File: src/rtl/mem_access_unit_if.sv
// rtl/mem_access_unit_if.sv - CPU request/response and data-memory bus of the memory access unit.
interface mem_access_unit_if #(
  parameter int ADDR_BIT_WIDTH = 32,
  parameter int DATA_BIT_WIDTH = 32
);
  logic                      req_valid;
  logic                      req_ready;
  logic                      req_we;
  logic [1:0]                req_size;
  logic [ADDR_BIT_WIDTH-1:0] req_addr;
  logic [DATA_BIT_WIDTH-1:0] req_wdata;
  logic                      resp_valid;
  logic                      resp_err;
  logic [DATA_BIT_WIDTH-1:0] resp_rdata;
  logic                      mem_wrtEn;
  logic [ADDR_BIT_WIDTH-1:0] mem_addr;
  logic [DATA_BIT_WIDTH-1:0] mem_dIn;
  logic [DATA_BIT_WIDTH-1:0] mem_dOut;

  // The unit is the target of the request bus, so it takes the slave view.
  modport slave (
    input  req_valid, req_we, req_size, req_addr, req_wdata, mem_dOut,
    output req_ready, resp_valid, resp_err, resp_rdata, mem_wrtEn, mem_addr, mem_dIn
  );

  modport master (
    output req_valid, req_we, req_size, req_addr, req_wdata, mem_dOut,
    input  req_ready, resp_valid, resp_err, resp_rdata, mem_wrtEn, mem_addr, mem_dIn
  );
endinterface

File: src/rtl/mem_access_unit.sv
// rtl/mem_access_unit.sv - load/store initiator for data RAM and memory-mapped I/O.
// MAU_SUBWORD_EN enables byte/half loads and read-modify-write byte/half RAM stores.
module mem_access_unit #(
  parameter int ADDR_BIT_WIDTH = 32,
  parameter int DATA_BIT_WIDTH = 32,
  parameter int IO_ADDR_BIT    = 29
) (
  input logic              clk,
  input logic              reset,
  mem_access_unit_if.slave bus
);
  localparam logic [2:0] IDLE = 3'd0;
  localparam logic [2:0] RD0  = 3'd1;
  localparam logic [2:0] RD1  = 3'd2;
  localparam logic [2:0] WR   = 3'd3;
  localparam logic [2:0] RESP = 3'd4;
`ifdef MAU_SUBWORD_EN
  localparam logic [2:0] MRG  = 3'd5;
`endif

  logic [2:0]                state;
  logic                      resp_valid;
  logic                      resp_err;
  logic [DATA_BIT_WIDTH-1:0] resp_rdata;
  logic                      mem_wrtEn;
  logic [ADDR_BIT_WIDTH-1:0] mem_addr;
  logic [DATA_BIT_WIDTH-1:0] mem_dIn;
  logic                      illegal;

`ifdef MAU_SUBWORD_EN
  logic                      lat_we;
  logic [1:0]                lat_size;
  logic [1:0]                lat_lane;
  logic [DATA_BIT_WIDTH-1:0] lat_wdata;
  logic [DATA_BIT_WIDTH-1:0] rd_word;

  function automatic logic [DATA_BIT_WIDTH-1:0] extract(
    input logic [DATA_BIT_WIDTH-1:0] w, input logic [1:0] sz, input logic [1:0] ln);
    logic [DATA_BIT_WIDTH-1:0] r;
    r = '0;
    case (sz)
      2'b00:   r[7:0]  = w[{ln, 3'b000} +: 8];
      2'b01:   r[15:0] = w[{ln[1], 4'b0000} +: 16];
      default: r       = w;
    endcase
    return r;
  endfunction

  function automatic logic [DATA_BIT_WIDTH-1:0] merge(
    input logic [DATA_BIT_WIDTH-1:0] w, input logic [DATA_BIT_WIDTH-1:0] d,
    input logic [1:0] sz, input logic [1:0] ln);
    logic [DATA_BIT_WIDTH-1:0] r;
    r = w;
    case (sz)
      2'b00:   r[{ln, 3'b000} +: 8]     = d[7:0];
      2'b01:   r[{ln[1], 4'b0000} +: 16] = d[15:0];
      default: r                         = d;
    endcase
    return r;
  endfunction
`endif

  always_comb begin
    illegal = 1'b0;
    case (bus.req_size)
      2'b00:   illegal = 1'b0;
      2'b01:   illegal = bus.req_addr[0];
      2'b10:   illegal = |bus.req_addr[1:0];
      default: illegal = 1'b1;
    endcase
    // Sub-word stores are read-modify-write, which must never touch I/O registers.
    if (bus.req_we && bus.req_size != 2'b10 && bus.req_addr[IO_ADDR_BIT])
      illegal = 1'b1;
`ifndef MAU_SUBWORD_EN
    if (bus.req_size != 2'b10)
      illegal = 1'b1;
`endif
  end

  always_ff @(posedge clk or posedge reset) begin
    if (reset) begin
      state      <= IDLE;
      resp_valid <= 1'b0;
      resp_err   <= 1'b0;
      resp_rdata <= '0;
      mem_wrtEn  <= 1'b0;
      mem_addr   <= '0;
      mem_dIn    <= '0;
`ifdef MAU_SUBWORD_EN
      lat_we     <= 1'b0;
      lat_size   <= 2'b00;
      lat_lane   <= 2'b00;
      lat_wdata  <= '0;
      rd_word    <= '0;
`endif
    end else begin
      case (state)
        IDLE: begin
          if (bus.req_valid) begin
            if (illegal) begin
              resp_valid <= 1'b1;
              resp_err   <= 1'b1;
              resp_rdata <= '0;
              state      <= RESP;
            end else begin
              mem_addr <= {bus.req_addr[ADDR_BIT_WIDTH-1:2], 2'b00};
`ifdef MAU_SUBWORD_EN
              lat_we    <= bus.req_we;
              lat_size  <= bus.req_size;
              lat_lane  <= bus.req_addr[1:0];
              lat_wdata <= bus.req_wdata;
`endif
              if (bus.req_we && bus.req_size == 2'b10) begin
                mem_dIn   <= bus.req_wdata;
                mem_wrtEn <= 1'b1;
                state     <= WR;
              end else begin
                state <= RD0;
              end
            end
          end
        end
        // RD0 only holds the address: RAM registers it on the negedge, I/O latches on the next posedge.
        RD0: state <= RD1;
        RD1: begin
`ifdef MAU_SUBWORD_EN
          if (lat_we) begin
            rd_word <= bus.mem_dOut;
            state   <= MRG;
          end else begin
            resp_rdata <= extract(bus.mem_dOut, lat_size, lat_lane);
            resp_valid <= 1'b1;
            state      <= RESP;
          end
`else
          resp_rdata <= bus.mem_dOut;
          resp_valid <= 1'b1;
          state      <= RESP;
`endif
        end
`ifdef MAU_SUBWORD_EN
        MRG: begin
          mem_dIn   <= merge(rd_word, lat_wdata, lat_size, lat_lane);
          mem_wrtEn <= 1'b1;
          state     <= WR;
        end
`endif
        WR: begin
          mem_wrtEn  <= 1'b0;
          resp_valid <= 1'b1;
          resp_rdata <= '0;
          state      <= RESP;
        end
        RESP: begin
          resp_valid <= 1'b0;
          resp_err   <= 1'b0;
          resp_rdata <= '0;
          state      <= IDLE;
        end
        default: begin
          mem_wrtEn <= 1'b0;
          state     <= IDLE;
        end
      endcase
    end
  end

  assign bus.req_ready  = (state == IDLE);
  assign bus.resp_valid = resp_valid;
  assign bus.resp_err   = resp_err;
  assign bus.resp_rdata = resp_rdata;
  assign bus.mem_wrtEn  = mem_wrtEn;
  assign bus.mem_addr   = mem_addr;
  assign bus.mem_dIn    = mem_dIn;
endmodule

File: src/flat_wrapper.sv
// flat-port wrapper written by rule: the top's interface ports become plain ports
module mem_access_unit_flat 
#(
  parameter int ADDR_BIT_WIDTH = 32,
  parameter int DATA_BIT_WIDTH = 32,
  parameter int IO_ADDR_BIT    = 29
)
  (clk, reset, bus_req_valid, bus_req_we, bus_req_size, bus_req_addr, bus_req_wdata, bus_mem_dOut, bus_req_ready, bus_resp_valid, bus_resp_err, bus_resp_rdata, bus_mem_wrtEn, bus_mem_addr, bus_mem_dIn);
  mem_access_unit_if #(.ADDR_BIT_WIDTH(ADDR_BIT_WIDTH), .DATA_BIT_WIDTH(DATA_BIT_WIDTH)) bus_i ();
  input logic clk;
  input logic reset;
  input wire logic [$bits(bus_i.req_valid)-1:0] bus_req_valid;
  input wire logic [$bits(bus_i.req_we)-1:0] bus_req_we;
  input wire logic [$bits(bus_i.req_size)-1:0] bus_req_size;
  input wire logic [$bits(bus_i.req_addr)-1:0] bus_req_addr;
  input wire logic [$bits(bus_i.req_wdata)-1:0] bus_req_wdata;
  input wire logic [$bits(bus_i.mem_dOut)-1:0] bus_mem_dOut;
  output wire logic [$bits(bus_i.req_ready)-1:0] bus_req_ready;
  output wire logic [$bits(bus_i.resp_valid)-1:0] bus_resp_valid;
  output wire logic [$bits(bus_i.resp_err)-1:0] bus_resp_err;
  output wire logic [$bits(bus_i.resp_rdata)-1:0] bus_resp_rdata;
  output wire logic [$bits(bus_i.mem_wrtEn)-1:0] bus_mem_wrtEn;
  output wire logic [$bits(bus_i.mem_addr)-1:0] bus_mem_addr;
  output wire logic [$bits(bus_i.mem_dIn)-1:0] bus_mem_dIn;
  assign bus_i.req_valid = bus_req_valid;
  assign bus_i.req_we = bus_req_we;
  assign bus_i.req_size = bus_req_size;
  assign bus_i.req_addr = bus_req_addr;
  assign bus_i.req_wdata = bus_req_wdata;
  assign bus_i.mem_dOut = bus_mem_dOut;
  assign bus_req_ready = bus_i.req_ready;
  assign bus_resp_valid = bus_i.resp_valid;
  assign bus_resp_err = bus_i.resp_err;
  assign bus_resp_rdata = bus_i.resp_rdata;
  assign bus_mem_wrtEn = bus_i.mem_wrtEn;
  assign bus_mem_addr = bus_i.mem_addr;
  assign bus_mem_dIn = bus_i.mem_dIn;
  mem_access_unit #(.ADDR_BIT_WIDTH(ADDR_BIT_WIDTH), .DATA_BIT_WIDTH(DATA_BIT_WIDTH), .IO_ADDR_BIT(IO_ADDR_BIT)) u_core (.clk(clk), .reset(reset), .bus(bus_i));
endmodule
File: config.mk
export PLATFORM = sky130hd
export DESIGN_NAME = mem_access_unit_flat
export DESIGN_NICKNAME = d
export VERILOG_FILES = /design/src/rtl/mem_access_unit_if.sv /design/src/rtl/mem_access_unit.sv /design/src/flat_wrapper.sv
export SDC_FILE = /design/constraint.sdc
export NUM_CORES = 1
export LEC_CHECK = 0
export ABC_AREA = 1
export CAP_MARGIN = 30
export CORE_UTILIZATION = 43
export DETAILED_ROUTE_END_ITERATION = 6
export GPL_TIMING_DRIVEN = 0
export PLACE_DENSITY = 0.94
export SLEW_MARGIN = 20
export SYNTH_ARGS = -nofsm -noshare
export SYNTH_HDL_FRONTEND = slang
export SYNTH_SLANG_ARGS = --single-unit
File: constraint.sdc
create_clock -name clk -period 6.6 [get_ports clk]
set_clock_uncertainty 0.1 [all_clocks]
set_input_delay 1.32 -clock clk [delete_from_list [all_inputs] [get_ports clk]]
set_output_delay 1.32 -clock clk [all_outputs]
set_load 0.01 [all_outputs]
-- Yosys cells after proc, flatten, opt, wreduce, memory -nomap -nowiden
Index checks and enable logic that the tools add are counted.
- muxes and demuxes: 18
- bitwise logic cells: 2
- div/mod/pow operators: 0
- multiply operators: 0
- equal/unequal tests: 11
- add/subtract/negate cells: 0
- reductions and logical operators: 18
- shifts and indexed selects: 0
- magnitude comparators: 0
- operators with widths (kind ; count):
    one-hot mux 32 bit (3 select lines) ; 1
    2-to-1 mux 32 bit ; 2
    AND reduction 3 bit ; 4
    one-hot mux 3 bit (3 select lines) ; 1
    AND reduction 4 bit ; 2
    2-to-1 mux 1 bit ; 7
    equality test 3 x 2 -> 1 bit, second input constant ; 2
    2-to-1 mux 3 bit ; 2
    != test 2 bit, second input constant ; 3
    one-hot mux 1 bit (3 select lines) ; 2
    nonzero test 3 bit ; 2
    OR reduction 2 bit ; 3
    != test 2 x 1 -> 1 bit, second input constant ; 2
    one-hot mux 1 bit (2 select lines) ; 2
    equality test 3 x 1 -> 1 bit, second input constant ; 1
    equality test 3 bit, second input constant ; 1
    logical AND 1 bit ; 3
    zero test 3 bit ; 1
    OR reduction 3 bit ; 1
    equality test 2 x 1 -> 1 bit, second input constant ; 1
    equality test 2 bit, second input constant ; 1
    zero test 2 bit ; 1
    2-to-1 mux 2 bit ; 1
    NOT 1 bit ; 2
    nonzero test 2 bit ; 1
- RAM bits: 0
- bits in latches: 0
- memories: 0
- memory bits (read-only): 0
- output and inout port bits: 100
- word-level logic and storage cells: 56
- bits of input ports: 102
- register bits after elaboration: 100

-- Logic depth before layout (Yosys ltp)
- depth after elaboration: 8
- gate-level depth with buffers: 8
- mapped depth without buffers: 7

-- Least setup slack after synthesis
Ideal clock, no wire load.
- path kind: input-to-reg
- start: in bus_req_size[0]
- end: reg u_core.mem_addr[10] (netlist: u_core.bus.mem_addr[10])
- data arrival time: 1.999 ns
- required time: 6.384 ns
- library setup time: 0.116 ns
- path buffers: 1
- cell stages on the path: 7
- path slack: 4.384 ns
- cells stage by stage: inv_1 nand2_1 nor2_1 nand3_1 buf_2 nand2_1 nand2_1
- cells in the longest elaborated chain, start to end: 7
- elaborated cells between the ends (all ways): 11
- classes of those cells: eq/ne: 3; mux: 3; bitwise: 1; reduce/logical: 4
- RTL lines (element ; RTL line ; RTL):
    start, declared ; flat_wrapper.sv:14 ; input wire logic [$bits(bus_i.req_size)-1:0] bus_req_size;
    branches (longest 4 deep; another with one-hot mux 1 bit (3 select lines)) ; n/a ;
    2-to-1 mux 1 bit * ; mem_access_unit.sv:75 ; if (bus.req_size != 2'b10)
    NOT 1 bit (no source line) * ; n/a ;
    AND reduction 3 bit (no source line) * ; n/a ;
    end signal, assigned ; mem_access_unit.sv:106 ; mem_addr <= {bus.req_addr[ADDR_BIT_WIDTH-1:2], 2'b00};
    end, declared ; mem_access_unit.sv:26 ; logic [ADDR_BIT_WIDTH-1:0] mem_addr;
Every way passes the cells marked *.
A chain may end at the register's enable or synchronous reset.

-- Final worst setup path
- start: reg u_core.state[1]
- end: out bus_req_ready
- cells in the longest elaborated chain, start to end: 1
- RTL lines (element ; RTL line ; RTL):
    start, declared ; mem_access_unit.sv:21 ; logic [2:0] state;
    start signal, assigned ; mem_access_unit.sv:82 ; state <= IDLE;
    start signal, assigned ; mem_access_unit.sv:104 ; state <= RESP;
    start signal, assigned ; mem_access_unit.sv:116 ; state <= WR;
    zero test 3 bit ; mem_access_unit.sv:168 ; assign bus.req_ready = (state == IDLE);
    end, declared ; flat_wrapper.sv:18 ; output wire logic [$bits(bus_i.req_ready)-1:0] bus_req_ready;
No other way between the ends.

==> metrics.cfg <==
[placement]
io_buffer_count=199
gp_congestion=0.783
dp_hpwl_mm=8.33
pre_cts_slack_ps=3610

[grt]
gr-usage-met1=0.271
antenna_found_initial=0
overflow=0
gr-usage-all-layers=0.238
grt_pass1_wl_mm=18.1
grt_max_degree=52
met2_usage=0.426
gr-usage-met3=0.0594
top_usage_layer=met2
grt_pass1_vias=3881

[routing]
firstDrtPassIters=7
antenna_left=0
via_per_inst=4.69
drt_iter0_drc=148
num_vias=3655
drt-total-wl_mm=10.8
drc=11
routedWlPerCell_um=13.9

[outcome]
violations=design-rule violations
status=finished with violations

[worst_setup_path]
cp.required_ps=5180
path_max_fanout=7
path_buf_inv=2
cp_top_family=buffers and inverters
crit_path_max_incr_delay_ps=580
path_cells=inv_1, nand2_2, nor2_8, clkdlybuf4s50_1
critPathLaunchType=flip-flop
cpMaxStageDelayCell=clkdlybuf4s50_1
critPathKind=reg -> out
critPathCaptureType=primary output
arrival_ps=1670

[finish]
num-fill-cells=644
ff_latch_area_um2=2500
layout.cells.most_common=nand2_1
drive_gt1_frac=0.0656
multi_input_area_um2=1290
syn_to_final_growth_pct=59.5
antenna_cells=0
final_cell_mix=301 x nand2_1, 199 x clkdlybuf4s50_1, 100 x dfrtp_1
nets=769

[timing]
timing.final.crit_share=0.468
finalSetupViolations=0
hold_viol_final=0
rsz0062_at_grt=false
finalWorstPathRequiredPeriod_ps=3090
fin_tns_setup_ps=0
finalMaxSlewViolations=0
timing.final.ws_setup_ps=3510
fmax_mhz=324

[yosys]
ys_types=19
netlist_area_um2=3980
synth_cells=455
ys_seq_area_frac=0.629
yosys_warnings=0
avgSynthCellArea_um2=8.75
synth_seq_cells=100

[floorplan]
die_h_um=98.2
start_util=0.450
fp-row-count=34
die_area_um2=9640
core-area_um2=8850
io-pin-count=202
chipWidth_um=98.2

[clock_tree]
cts_tree=done
cts-resized-gates=0
postCtsSetupRepairBufs=0
cts.sinks=100
clkTransAtPathRegs_ps=80
insertion_delay_ps=350
clockRootBuffer=clkbuf_8
cts_buffers=9
clock_path_buffers=2
hold_buffers=0
h-tree-depth=3

[power_and_ir_drop]
ir_drop_mv=0.185
power_density_nw_per_um2=303
leakage_nw=3.24

[run]
maxCapViolCount=0

[hold_path]
hold_path.class=reg -> reg

## registers in the layout, indices dropped and copies added (netlist names)
register	flops
u_core.bus.mem_dIn	32
u_core.bus.resp_rdata	32
u_core.bus.mem_addr	30
u_core.state	3
u_core.bus.mem_wrtEn	1
u_core.bus.resp_err	1
u_core.bus.resp_valid	1
## Yosys cell counts
cell        n  area [µm²]
nor2_1      6        22.5
inv_2       2        7.51
nand4_1     2        12.5
nor2_8      1        20.0
conb_1      1        3.75
nand3b_2    1        11.3
nor2_4      1        11.3
inv_1      10        37.5
buf_2       9        45.0
nand2_1   301        1130
buf_4       5        37.5
dfrtp_1   100        2500
buf_6       6        67.6
o21a_1      1        7.51
nand3_4     1        17.5
a21boi_0    1        7.51
nor2_2      1        6.26
nand3_1     4        20.0
nand2_2     2        12.5
## stage by stage
stage	util	power (mW)	cell area, µm²	hold WS [ps]	std cells
2_1_floorplan	-	1.11	3980	404	456
3_3_place_gp	0.691	1.49	6110	351	763
3_5_place_dp	0.694	1.52	6140	359	764
4_1_cts	0.718	1.94	6350	377	779
5_1_grt	0.718	2.03	6350	389	779
6_report	0.718	1.92	6350	372	779
## per-layer routing
metal,wire length [µm],share of wire,vias up
met2,5510,0.51,143
met4,282,0.026,0
met5,0,0,-
met1,4210,0.39,1712
met3,818,0.076,22
li1,-,-,1778
## worst min-delay path, cell delays in order, from the launching register on
cell and delay [ps]:
dfrtp_1 340, nand2_1 50, nand2_1 50
## cell families after synthesis
| kind of cell | after synthesis | share of synthesized area |
|---|---|---|
| AND/OR/NAND/NOR | 320 | 0.318 |
| AO/OA/AOI/OAI | 2 | 0.00377 |
| flip-flops | 100 | 0.629 |
| buffers and inverters | 32 | 0.0490 |
| other | 1 | 0.000942 |
## area by class of cell
cell class / instances / area share
Clock inverter: 4 / 0.0118
Tap cell: 108 / 0.0213
Multi-Input combinational cell: 324 / 0.203
Buffer: 20 / 0.0236
Inverter: 12 / 0.00788
Timing Repair Buffer: 200 / 0.318
Clock buffer: 11 / 0.0207
Sequential cell: 100 / 0.394
## final timing paths
| check | end | slack [ps] | cells past startpoint | start |
|---|---|---|---|---|
| hold reg to reg | u_core.bus.resp_rdata[15] | 370 | 2 | u_core.bus.resp_rdata[15] |
| max in group asynchronous | u_core.bus.mem_addr[23] | 4510 | 3 | reset |
| hold / removal | u_core.bus.resp_rdata[15] | 370 | 2 | u_core.bus.resp_rdata[15] |
| min in group asynchronous | u_core.bus.resp_rdata[16] | 1290 | 2 | reset |
| setup reg to reg | u_core.bus.mem_addr[27] | 5050 | 8 | u_core.state[1] |
| setup / recovery | bus_req_ready | 3510 | 4 | u_core.state[1] |
## power breakdown
part           switching (mW)  internal, mW  leakage [nW]
Sequential             0.0858         0.755          1.34
Combinational           0.287         0.382          1.80
Clock                   0.201         0.212        0.0956
Total                   0.573          1.35          3.24
Power figures use the tool's default switching activity.
